===== src/rtl/fll_ctrl_param.sv =====
// fll_ctrl_param: parametrised frequency-locked-loop controller.
// Counts clk_out cycles per reference window and steers the DCO word.
module fll_ctrl_param #(
    parameter int CTRL_W   = 5,
    parameter int MULT_W   = 6,
    parameter int WIN_W    = 5,
    parameter int CNT_W    = 16,
    parameter int LOCK_CNT = 4,
    parameter int DEADBAND = 1
) (
    input  logic              clk_out,
    input  logic              rst,
    input  logic              ref_clk,
    input  logic [MULT_W-1:0] multi,
    input  logic [WIN_W-1:0]  avg_window,
    input  logic              freeze,
    output logic              lock_flag,
    output logic [CTRL_W-1:0] clk_con,
    output logic              meas_valid,
    output logic [CNT_W:0]    meas_err
);

    localparam int EW    = CNT_W + 1;
    localparam int RUN_W = $clog2(LOCK_CNT + 1);

    localparam logic [RUN_W-1:0]     RUN_MAX = RUN_W'(LOCK_CNT);
    localparam logic [CTRL_W-1:0]    MID     = CTRL_W'(1) << (CTRL_W - 1);
    localparam logic [CTRL_W-1:0]    STEP0   = (CTRL_W < 2) ? CTRL_W'(1) : (MID >> 1);
    localparam logic [CTRL_W-1:0]    CON_MAX = '1;
    localparam logic signed [CNT_W:0] DB     = EW'(DEADBAND);

    typedef enum logic {WAIT_START, COUNT} state_t;
    typedef enum logic [1:0] {DIR_NONE, DIR_UP, DIR_DN} dir_t;

    state_t state, state_n;
    dir_t   last_dir, dir_now;

    logic ref_s1, ref_s2, ref_h, ref_edge;
    logic win_start, win_end, cap_v;

    logic [CNT_W-1:0] cyc_cnt, cyc_inc, actual_q, exp_cnt;
    logic [WIN_W-1:0] ref_cnt, n_eff, n_cur, n_done;

    logic [MULT_W+WIN_W-1:0] prod;
    logic signed [CNT_W:0]   err;

    logic in_band, too_slow, reverse;
    logic [CTRL_W-1:0] step, step_use, con_sub, con_add;
    logic [CTRL_W:0]   con_sum;
    logic [RUN_W-1:0]  run, run_nxt;

    assign ref_edge = ref_s2 & ~ref_h;
    assign cyc_inc  = (&cyc_cnt) ? cyc_cnt : cyc_cnt + CNT_W'(1);
    assign n_eff    = (avg_window == '0) ? WIN_W'(1) : avg_window;

    // Two-flop synchroniser plus history flop for rising-edge detection
    always_ff @(posedge clk_out) begin
        if (rst) begin
            ref_s1 <= 1'b0;
            ref_s2 <= 1'b0;
            ref_h  <= 1'b0;
        end else begin
            ref_s1 <= ref_clk;
            ref_s2 <= ref_s1;
            ref_h  <= ref_s2;
        end
    end

    // State register
    always_ff @(posedge clk_out) begin
        if (rst) state <= WAIT_START;
        else     state <= state_n;
    end

    // Next state and window start/end strobes
    always_comb begin
        state_n   = state;
        win_start = 1'b0;
        win_end   = 1'b0;
        unique case (state)
            WAIT_START: begin
                if (ref_edge) begin
                    state_n   = COUNT;
                    win_start = 1'b1;
                end
            end
            COUNT: begin
                if (ref_edge &&
                    ({1'b0, ref_cnt} + 1'b1 == {1'b0, n_cur}))
                    win_end = 1'b1;
            end
        endcase
    end

    // Cycle/reference counters; a window end restarts on the same edge
    always_ff @(posedge clk_out) begin
        if (rst) begin
            cyc_cnt  <= '0;
            ref_cnt  <= '0;
            n_cur    <= WIN_W'(1);
            n_done   <= WIN_W'(1);
            actual_q <= '0;
            cap_v    <= 1'b0;
        end else begin
            cap_v <= win_end;
            if (win_start) begin
                cyc_cnt <= '0;
                ref_cnt <= '0;
                n_cur   <= n_eff;
            end else if (state == COUNT) begin
                if (win_end) begin
                    actual_q <= cyc_inc;
                    n_done   <= n_cur;
                    cyc_cnt  <= '0;
                    ref_cnt  <= '0;
                    n_cur    <= n_eff;
                end else begin
                    cyc_cnt <= cyc_inc;
                    if (ref_edge) ref_cnt <= ref_cnt + WIN_W'(1);
                end
            end
        end
    end

    // Error, direction, halved step and saturated candidate words
    always_comb begin
        prod     = {{WIN_W{1'b0}}, multi} * {{MULT_W{1'b0}}, n_done};
        exp_cnt  = CNT_W'(prod);
        err      = {1'b0, actual_q} - {1'b0, exp_cnt};
        in_band  = (err >= -DB) && (err <= DB);
        too_slow = (err < -DB);
        dir_now  = too_slow ? DIR_UP : DIR_DN;
        reverse  = (last_dir != DIR_NONE) && (last_dir != dir_now);
        step_use = step;
        if (reverse)
            step_use = (step > CTRL_W'(1)) ? (step >> 1) : CTRL_W'(1);
        con_sub = (clk_con > step_use) ? clk_con - step_use : '0;
        con_sum = {1'b0, clk_con} + {1'b0, step_use};
        con_add = con_sum[CTRL_W] ? CON_MAX : con_sum[CTRL_W-1:0];
        run_nxt = '0;
        if (in_band)
            run_nxt = (run == RUN_MAX) ? run : run + RUN_W'(1);
    end

    // Compare stage: report error, update lock, steer word unless frozen
    always_ff @(posedge clk_out) begin
        if (rst) begin
            clk_con    <= MID;
            step       <= STEP0;
            last_dir   <= DIR_NONE;
            run        <= '0;
            lock_flag  <= 1'b0;
            meas_valid <= 1'b0;
            meas_err   <= '0;
        end else begin
            meas_valid <= cap_v;
            if (cap_v) begin
                meas_err  <= err;
                run       <= run_nxt;
                lock_flag <= (run_nxt == RUN_MAX);
                if (!in_band && !freeze) begin
                    step     <= step_use;
                    last_dir <= dir_now;
                    clk_con  <= too_slow ? con_sub : con_add;
                end
            end
        end
    end

endmodule


===== config.mk =====
export PLATFORM = sky130hd
export DESIGN_NAME = fll_ctrl_param
export DESIGN_NICKNAME = d
export VERILOG_FILES = /design/src/rtl/fll_ctrl_param.sv
export SDC_FILE = /design/constraint.sdc
export NUM_CORES = 1
export LEC_CHECK = 0
export BUFFER_PORTS_ARGS = -buffer_cell sky130_fd_sc_hd__buf_4
export CORE_UTILIZATION = 33
export CTS_CLUSTER_SIZE = 25
export DETAILED_ROUTE_END_ITERATION = 10
export GPL_TIMING_DRIVEN = 1
export PLACE_DENSITY_LB_ADDON = 0.12
export SLEW_MARGIN = 25
export SYNTH_ARGS = -nofsm -noshare
export SYNTH_HDL_FRONTEND = slang
export SYNTH_SLANG_ARGS = --single-unit

===== constraint.sdc =====
create_clock -name clk_out -period 11.58 [get_ports clk_out]
set_input_delay 1.158 -clock clk_out [delete_from_list [all_inputs] [get_ports clk_out]]
set_output_delay 1.158 -clock clk_out [all_outputs]
set_load 0.02 [all_outputs]

---- Word level (Yosys, flattened, before mapping) ----
Index checks and enable logic that the tools add are counted.
W data, S select, Z words.
word-level totals
  register bits after elaboration ......... 86
  output and inout port bits .............. 24
cells by class
  add/subtract/negate cells ............... 7
  $mul .................................... 1
  order comparisons ....................... 5
  eq/ne operators ......................... 4
  muxes and demuxes ....................... 21
  bitwise operators ....................... 3
  reduce and logical (&&, ||, !) cells .... 17
operators by type and width
  operator                 count
  $mux W5                  10
  $mux W16                 2
  $ge A17 B1 Y1 const B    1
  $le A17 B2 Y1 const B    1
  $lt A17 B1 Y1 const B    1
  $sub A16 B11 Y17         1
  $add A16 B1 Y16 const B  1
  $reduce_and A16 Y1       1
  $mul A6 B5 Y11           1
  $reduce_bool A2 Y1       4
  $add A5 B1 Y6 const B    1
  $add A5 B5 Y6            1
  $eq A3 B3 Y1 const B     2
  $eq A6 B5 Y1             1
  $mux W3                  2
  $reduce_and A2 Y1        3
  $add A5 B1 Y5 const B    1
  $gt A5 B1 Y1 const B     1
  $gt A5 B5 Y1             1
  $logic_not A5 Y1         1
  $mux W1                  5
  $sub A5 B5 Y5            1
  $logic_and A1 B1 Y1      4
  $mux W4                  1
  other kinds (8)          10

---- Logic depth before layout (Yosys ltp) ----
Gate-level depths: netlist of run 1.
  depth after elaboration ................. 10
  mapped depth ............................ 30

---- Worst setup path after synthesis of run 1 ----
OpenSTA, ideal clock, no wires.
  kind .................................... input to register
  start point ............................. input port multi[3]
  end point ............................... register clk_con[4]
  arrival time ............................ 7.269 ns
  data required time ...................... 11.460 ns
  setup slack ............................. 4.191 ns
  cell stages on the path ................. 26
  path buffers ............................ 0
  cells stage by stage .................... nand2_1 fa_1 fa_1 inv_1 fa_1 inv_1 ha_1 a21o_1 or3_1 o21ai_0 xor2_1 nor4_1 nand4_1 and3_1 nor2_2 mux2_2 ha_1 a21o_1 a21oi_1 nand2b_1 a21oi_1 nor2_1 a21oi_1 a21oi_1 a211oi_1 a211o_1
between the ends
  word-level cells in the longest chain between the ends .. 10
  elaborated cells between the ends (all ways) .. 19
  those cells by class .................... 3 x add/sub; 1 x mul; 4 x order compare; 1 x eq/ne; 5 x mux; 5 x reduce/logical
ends and longest elaborated chain
  element                                line      text
  start: declaration                     14        input logic [MULT_W-1:0] multi,
  $mul A6 B5 Y11 *                       127       prod = {{WIN_W{1'b0}}, multi} * {{MULT_W{1'b0}}, n_done};
  $sub A16 B11 Y17 *                     129       err = {1'b0, actual_q} - {1'b0, exp_cnt};
  $lt A17 B1 Y1 *                        131       too_slow = (err < -DB);
  $mux W2 *                              132       dir_now = too_slow ? DIR_UP : DIR_DN;
  $ne A2 B2 Y1 *                         133       reverse = (last_dir != DIR_NONE) && (last_dir != dir_now);
  $logic_and A1 B1 Y1 *                  133
  $mux W5 *                              135       if (reverse)
  via step_use[1]                        48        logic [CTRL_W-1:0] step, step_use, con_sub, con_add;
  $add A5 B5 Y6 (tied with other cells)  138       con_sum = {1'b0, clk_con} + {1'b0, step_use};
  $mux W5 (on tied branches)             139, 137
  $mux W5 *                              164       clk_con <= too_slow ? con_sub : con_add;
  end signal: assignment                 164
  end: declaration                       18        output logic [CTRL_W-1:0] clk_con,
The timed path passes the listed nets; every way through them passes the cells marked *.
A chain may end at the register's enable or synchronous reset.

---- Worst setup path after layout of run 1 ----
Ends and elaborated chain as after synthesis.

==> results.yml, run 1 <==
clocking:
  clock_path_buffers: 2
  cts.htree.levels: 3
  cts_made_buffers: 9
  clk_pin_slew_ns: 0.07
  postCtsSetupBuffers: 0
  cts_tree: "done"
  cts-hold-fix-buffers: 0
  post_cts_resized: 0
  insertion_delay_ns: 0.35
  cts.sinks: 86
  root_buffer: "clkbuf_16"
synthesis:
  async_flop_share_pct: 0
  seq_area_frac_synth_pct: 27.31
  synth_area_leaders: "dfxtp_1 (27%), ha_1 (7.5%), fa_1 (7.0%), nor2_1 (6.6%), inv_1 (4.0%)"
  synth_flop_cell: "dfxtp_1"
  synth_area_leader_cell: "dfxtp_1"
  netlist_area_um2: 6305
  synthXorXnorAreaFrac_pct: 4.862
  synth_compound_area_share_pct: 18.34
  synth.area.mux_share_pct: 4.386
  synth_top_area_share_pct: 27.31
  syn_inst: 786
  ys_warn_count: 0
  synth-edff-count: 0
  synth.net_count: 861
  yosysUniqueCellTypes: 70
  synth_fa_ha_area_share_pct: 14.53
  ys_seq_elements: 86
  syn_area_per_cell_um2: 8.021
  synth-simple-area-share_pct: 24.29
  synth_top_family_by_area: "simple AND/OR/NAND/NOR gates"
detailed_routing:
  dr.pass1.iters: 5
  drtIter0Drc: 299
  antenna_left: 0
  wirelength_mm: 16.21
  avgViaCountPerCell: 5.237
  route.detailed.drc: 0
  vias: 5462
  wl_per_cell_um: 15.54
timing:
  layout_min_cycle_time_ns: 8.042
  clock_skew_ns: 0.007311
  relSlewSlack_pct: 43.64
  rsz0062_at_grt: "no"
  fmax_mhz: 124.3
  setup_viol: 0
  finalHoldViolCount: 0
  worst_pin_slew_ns: 0.8377
  period_share_pct: 69.45
  setup_tns_ns: 0
  final-max-slew-violation-count: 0
critical_path:
  timing.critical_path.from: "multi[3]"
  crit_family: "adder cells"
  worst-path-buf-inv: 3
  reg2reg_to: "clk_con[4]"
  slowest_delay_ns: 0.53
  crit_type: "in2reg"
  cpMaxStageDelayCell: "fa_1"
  start_kind: "primary input"
  r2r_setup_slack_ns: 3.85
  crit_top_cell: "a21oi_1"
  end_kind: "register"
  worst-r2r-cell-count: 26
  worstPathMaxFanout: 9
  worstPathArrival_ns: 8.28
  r2r-start: "n_done[4]"
  required_ns: 11.82
finish:
  finalNetCount: 879
  area_growth_pct: 11.87
  final_common_cell: "nor2_1"
  fin_cells: 1043
  layout-drive-gt1-share_pct: 9.765
  fin_util_pct: 37.71
  mostFrequentLayoutCells: "nor2_1 (111), dfxtp_1 (86), inv_1 (67)"
  antennaDiodeCount: 0
floorplan:
  die_h_um: 140.2
  die_x_um: 140.2
  start_util_pct: 33.71
  ios: 39
  core_um2: 18710
  dieArea_um2: 19660
  rows: 50
worst_hold_path:
  min_delay_worst_endpoint: "ref_s2"
  hold_class: "reg2reg"
  holdPathStages: 1
  hp-start: "ref_s1"
global_routing:
  grt_pass1_vias: 5335
  grt_max_degree: 71
  grt_overflow: 0
  grt_pass1_wl_mm: 26.99
  grt_use_total_pct: 17.14
  antenna_found_initial: 0
pwr:
  sequentialPowerShare_pct: 41.5
  p_int_mw: 0.5171
  p_sw_mw: 0.2103
  combinationalPowerShare_pct: 17.1
  finalPower_mw: 0.7274
  clock_power_share_pct: 41.4
  pwr_density_cell_nw_per_um2: 103.1
  swShare_pct: 28.91
  ir_worst_vdd_uv: 72.05
  p_leak_nw: 2.836
run_status:
  status: "finished, final reports clean"
placed_design:
  dp_hpwl_mm: 12.37
  dp_cells: 1027
  io_buffers: 38
  place_congestion: 0.8827
job:
  max-cap-violations: 0
metrics by stage:
stage	setup WS [ns]	area, µm²	hold slack, ns
3_5_place_dp	3.269	6745	0.4299
4_1_cts	3.629	7053	0.4465
6_report	3.538	7053	0.4427
5_1_grt	3.025	7053	0.4600
2_1_floorplan	4.191	6305	0.4138
3_3_place_gp	3.425	6745	0.4396
worst max-delay path by stage:
stage                             to  cells after the start
after detailed placement  clk_con[4]                     27
final                     clk_con[4]                     27
after floorplan           clk_con[4]                     26
after global routing      clk_con[4]                     27
after CTS                 clk_con[4]                     27
after global placement    clk_con[4]                     27
sequential cells by signal, indices dropped and copies added, names as in the netlist, 2 cells and up:
name      cells
step          5
actual_q     16
run           3
cyc_cnt      16
n_cur         5
meas_err     17
n_done        5
last_dir      2
clk_con       5
ref_cnt       5
power groups by stage:
stage          Clock (mW)  Sequential (mW)  Combinational [mW]
6_report            0.301            0.302               0.125
5_1_grt             0.322            0.302               0.139
4_1_cts             0.311            0.302               0.124
3_5_place_dp            0            0.309               0.124
3_3_place_gp            0            0.309               0.122
2_1_floorplan           0            0.307              0.0898
cell families after synthesis:
logic type,count (synthesis)
buffers and inverters,99
DFF,86
muxes,27
adders and majority gates,60
xor gates and xnor gates,35
and+or+nand+nor,310
AOI/OAI and AO/OA,169
cells in the mapped netlist (all sizes together) (5+ instances only):
library cell,instances
a211o,9
a211oi,28
a21o,9
a21oi,52
a22oi,9
and2,21
and3,12
buf,9
clkbuf,23
dfxtp,86
fa,22
ha,38
inv,67
mux2,5
mux2i,22
nand2,54
nand2b,9
nand3,26
nand4,9
nor2,112
nor2b,9
nor3,23
nor4,7
o21ai,23
xnor2,24
xor2,11
worst reg2reg max path, cell delays in order (launching register included):
cell and delay (ns):
dfxtp_1 0.54, nand2_1 0.14, fa_1 0.52, fa_1 0.52, inv_1 0.06, fa_1 0.53, inv_1 0.04, ha_1 0.40
a21o_1 0.21, or3_1 0.33, o21ai_0 0.39, xor2_1 0.28, nor4_1 0.51, nand4_1 0.25, and3_1 0.28, nor2_2 0.38
mux2_2 0.42, ha_1 0.33, a21o_1 0.17, a21oi_1 0.20, nand2b_1 0.13, a21oi_1 0.06, nor2_1 0.30, a21oi_1 0.12
a21oi_1 0.15, a211oi_1 0.09, a211o_1 0.27
metal layers:
metal	up-vias	share of wire, %	track usage [%]	routed length, µm
met5	-	0	0	0
met4	0	1.4	4.743	228
met3	14	2.5	2.769	410
met2	89	48	29.89	7776
met1	2581	48	21.77	7795
li1	2778	-	-	-
layout make-up:
class,instances,area (µm²)
clock buffers,10,239.0
clock inverters,6,68.82
fillers,1982,11650
inverters,67,251.5
multi-input cells,601,4187
flip-flops and latches,86,1722
well taps,234,292.8
repair buffers,39,292.8
Note: power is estimated with default switching activity, not from simulation.
==> run 2: changes to the inputs <==
--- a/config.mk
+++ b/config.mk
@@ -5,6 +5,7 @@
 export SDC_FILE = /design/constraint.sdc
 export NUM_CORES = 1
 export LEC_CHECK = 0
+export ABC_AREA = 1
 export BUFFER_PORTS_ARGS = -buffer_cell sky130_fd_sc_hd__buf_4
 export CORE_UTILIZATION = 33
 export CTS_CLUSTER_SIZE = 25
==> constraint.sdc (replaced) <==
create_clock -name clk_out -period 7.7 [get_ports clk_out]
set_input_delay 0.77 -clock clk_out [delete_from_list [all_inputs] [get_ports clk_out]]
set_output_delay 0.77 -clock clk_out [all_outputs]
set_load 0.02 [all_outputs]
==> results.yml, run 2 <==
run_status:
  status: "finished, final reports clean"
clocking:
  cts_made_buffers: 9
  postCtsSetupBuffers: 0
  post_cts_resized: 0
  cts_tree: "done"
  root_buffer: "clkbuf_16"
  insertion_delay_ns: 0.35
  clk_pin_slew_ns: 0.07
  cts.sinks: 86
  cts.htree.levels: 3
  clock_path_buffers: 2
  cts-hold-fix-buffers: 0
critical_path:
  cpMaxStageDelayCell: "fa_1"
  r2r_setup_slack_ns: 1.48
  crit_type: "reg2reg"
  crit_top_cell: "nand2_1"
  start_kind: "register"
  required_ns: 7.92
  slowest_delay_ns: 0.54
  worstPathMaxFanout: 13
  worstPathArrival_ns: 6.45
  end_kind: "register"
timing:
  clock_skew_ns: 0.008461
  finalHoldViolCount: 0
  worst_pin_slew_ns: 0.8045
  fmax_mhz: 160.7
  hold-worst-slack_ns: 0.4057
  layout_min_cycle_time_ns: 6.223
  rsz0062_at_grt: "no"
  setup_viol: 0
  setup_tns_ns: 0
  period_share_pct: 80.82
  relSlewSlack_pct: 46.23
  final-max-slew-violation-count: 0
synthesis:
  syn_area_per_cell_um2: 6.684
  ys_warn_count: 0
  synth_area_leader_cell: "dfxtp_1"
  yosysUniqueCellTypes: 36
  synth_area_leaders: "dfxtp_1 (28%), nand2_1 (15%), inv_1 (9.9%), ha_1 (7.8%), fa_1 (7.3%)"
  async_flop_share_pct: 0
  synth_top_area_share_pct: 28.40
  synth_flop_cell: "dfxtp_1"
  yosysMostFrequentCell: "nand2_1"
  syn_inst: 907
  synthTopCellsByCount: "nand2_1 (242), inv_1 (160), dfxtp_1 (86)"
  synth.net_count: 982
  synth-edff-count: 0
  seq_area_frac_synth_pct: 28.40
  netlist_area_um2: 6062
  ys_seq_elements: 86
pwr:
  finalPower_mw: 1.066
  pwr_density_cell_nw_per_um2: 156.1
  ir_worst_vdd_uv: 102.6
  p_leak_nw: 3.293
placed_design:
  dp_hpwl_mm: 11.33
  io_buffers: 38
  place_congestion: 0.8790
finish:
  nFillCells: 1988
  largest-register: "meas_err"
  area_growth_pct: 12.61
  layout-drive-gt1-share_pct: 9.544
  largest_register_ffs: 17
  seqCellArea_um2: 1723
  antennaDiodeCount: 0
  finalNetCount: 1013
  final_common_cell: "nand2_1"
  largest_registers: "meas_err x17, actual_q x16, cyc_cnt x16"
  mostFrequentLayoutCells: "nand2_1 (242), inv_1 (160), dfxtp_1 (85)"
  multi_input_area_um2: 3620
job:
  max-cap-violations: 0
detailed_routing:
  met1_length_mm: 7.508
  top_layer: "met4"
  avgViaCountPerCell: 4.559
  wirelength_mm: 14.78
  met3WireLength_um: 476
  dr.pass1.iters: 4
  route.detailed.drc: 0
  drtIter0Drc: 325
  wl_per_cell_um: 12.61
  wl_met2_mm: 6.583
  vias: 5343
  antenna_left: 0
floorplan:
  core_um2: 17960
  start_util_pct: 33.75
  ios: 39
  rows: 49
  dieArea_um2: 18920
  die_x_um: 137.5
  die_h_um: 137.5
global_routing:
  grt_overflow: 0
  grt_max_degree: 38
  grt_pass1_vias: 5004
  grt_pass1_wl_mm: 24.52
  grt_use_total_pct: 16.88
  antenna_found_initial: 0
worst_hold_path:
  hold_class: "reg2reg"
-- run 2: power breakdown --
part           leakage (nW)  switching, mW  internal [mW]
Clock                 0.126          0.183          0.228
Combinational          2.47          0.137         0.0645
Sequential            0.695        0.00430          0.449
Total                  3.29          0.324          0.741
-- run 2: worst max-delay path: cells and delay by family (launching register included) --
kind / cells / cell delay [ns]
simple gates: 18 / 1.97
buf+inv: 4 / 0.24
fa+ha+maj: 5 / 2.32
flops: 1 / 0.51
compound gates: 6 / 1.04
-- run 2: cell families after synthesis --
group | synth area share (%)
and+or+nand+nor | 29.00
AOI/OAI and AO/OA | 12.14
DFF | 28.40
buffers and inverters | 11.89
xor gates and xnor gates | 3.467
adders and majority gates | 15.11
-- run 2: metal layers --
layer  GRT usage (%)  vias up
met4           5.495        0
met3           2.391       15
met2           27.78       67
met1           22.54     2362
li1                -     2899
met5               0        -
-- run 2: final timing paths --
path / to / start / cells after the start
hold reg to reg: ref_s2 / ref_s1 / 2
setup / recovery: clk_con[0] / n_done[4] / 33
setup reg to reg: clk_con[0] / n_done[4] / 33
hold / removal: ref_s2 / ref_s1 / 2
-- run 2: cell type report --
class	instances	share of cell area (%)
Clock buffer	13	3.666
Sequential cell	86	25.24
Timing Repair Buffer	40	4.399
Tap cell	229	4.197
Inverter	167	9.183
Clock inverter	3	0.2933
Multi-Input combinational cell	634	53.02
-- run 2: metrics by stage --
stage          utilization (%)  worst slack (ns)  instance area, µm²  cells
2_1_floorplan                -             1.948                6062    907
3_3_place_gp             36.49             1.179                6555   1156
3_5_place_dp             36.49             1.163                6555   1156
4_1_cts                  38.00             1.467                6825   1172
5_1_grt                  38.00            0.7262                6827   1172
6_report                 38.00             1.477                6827   1172
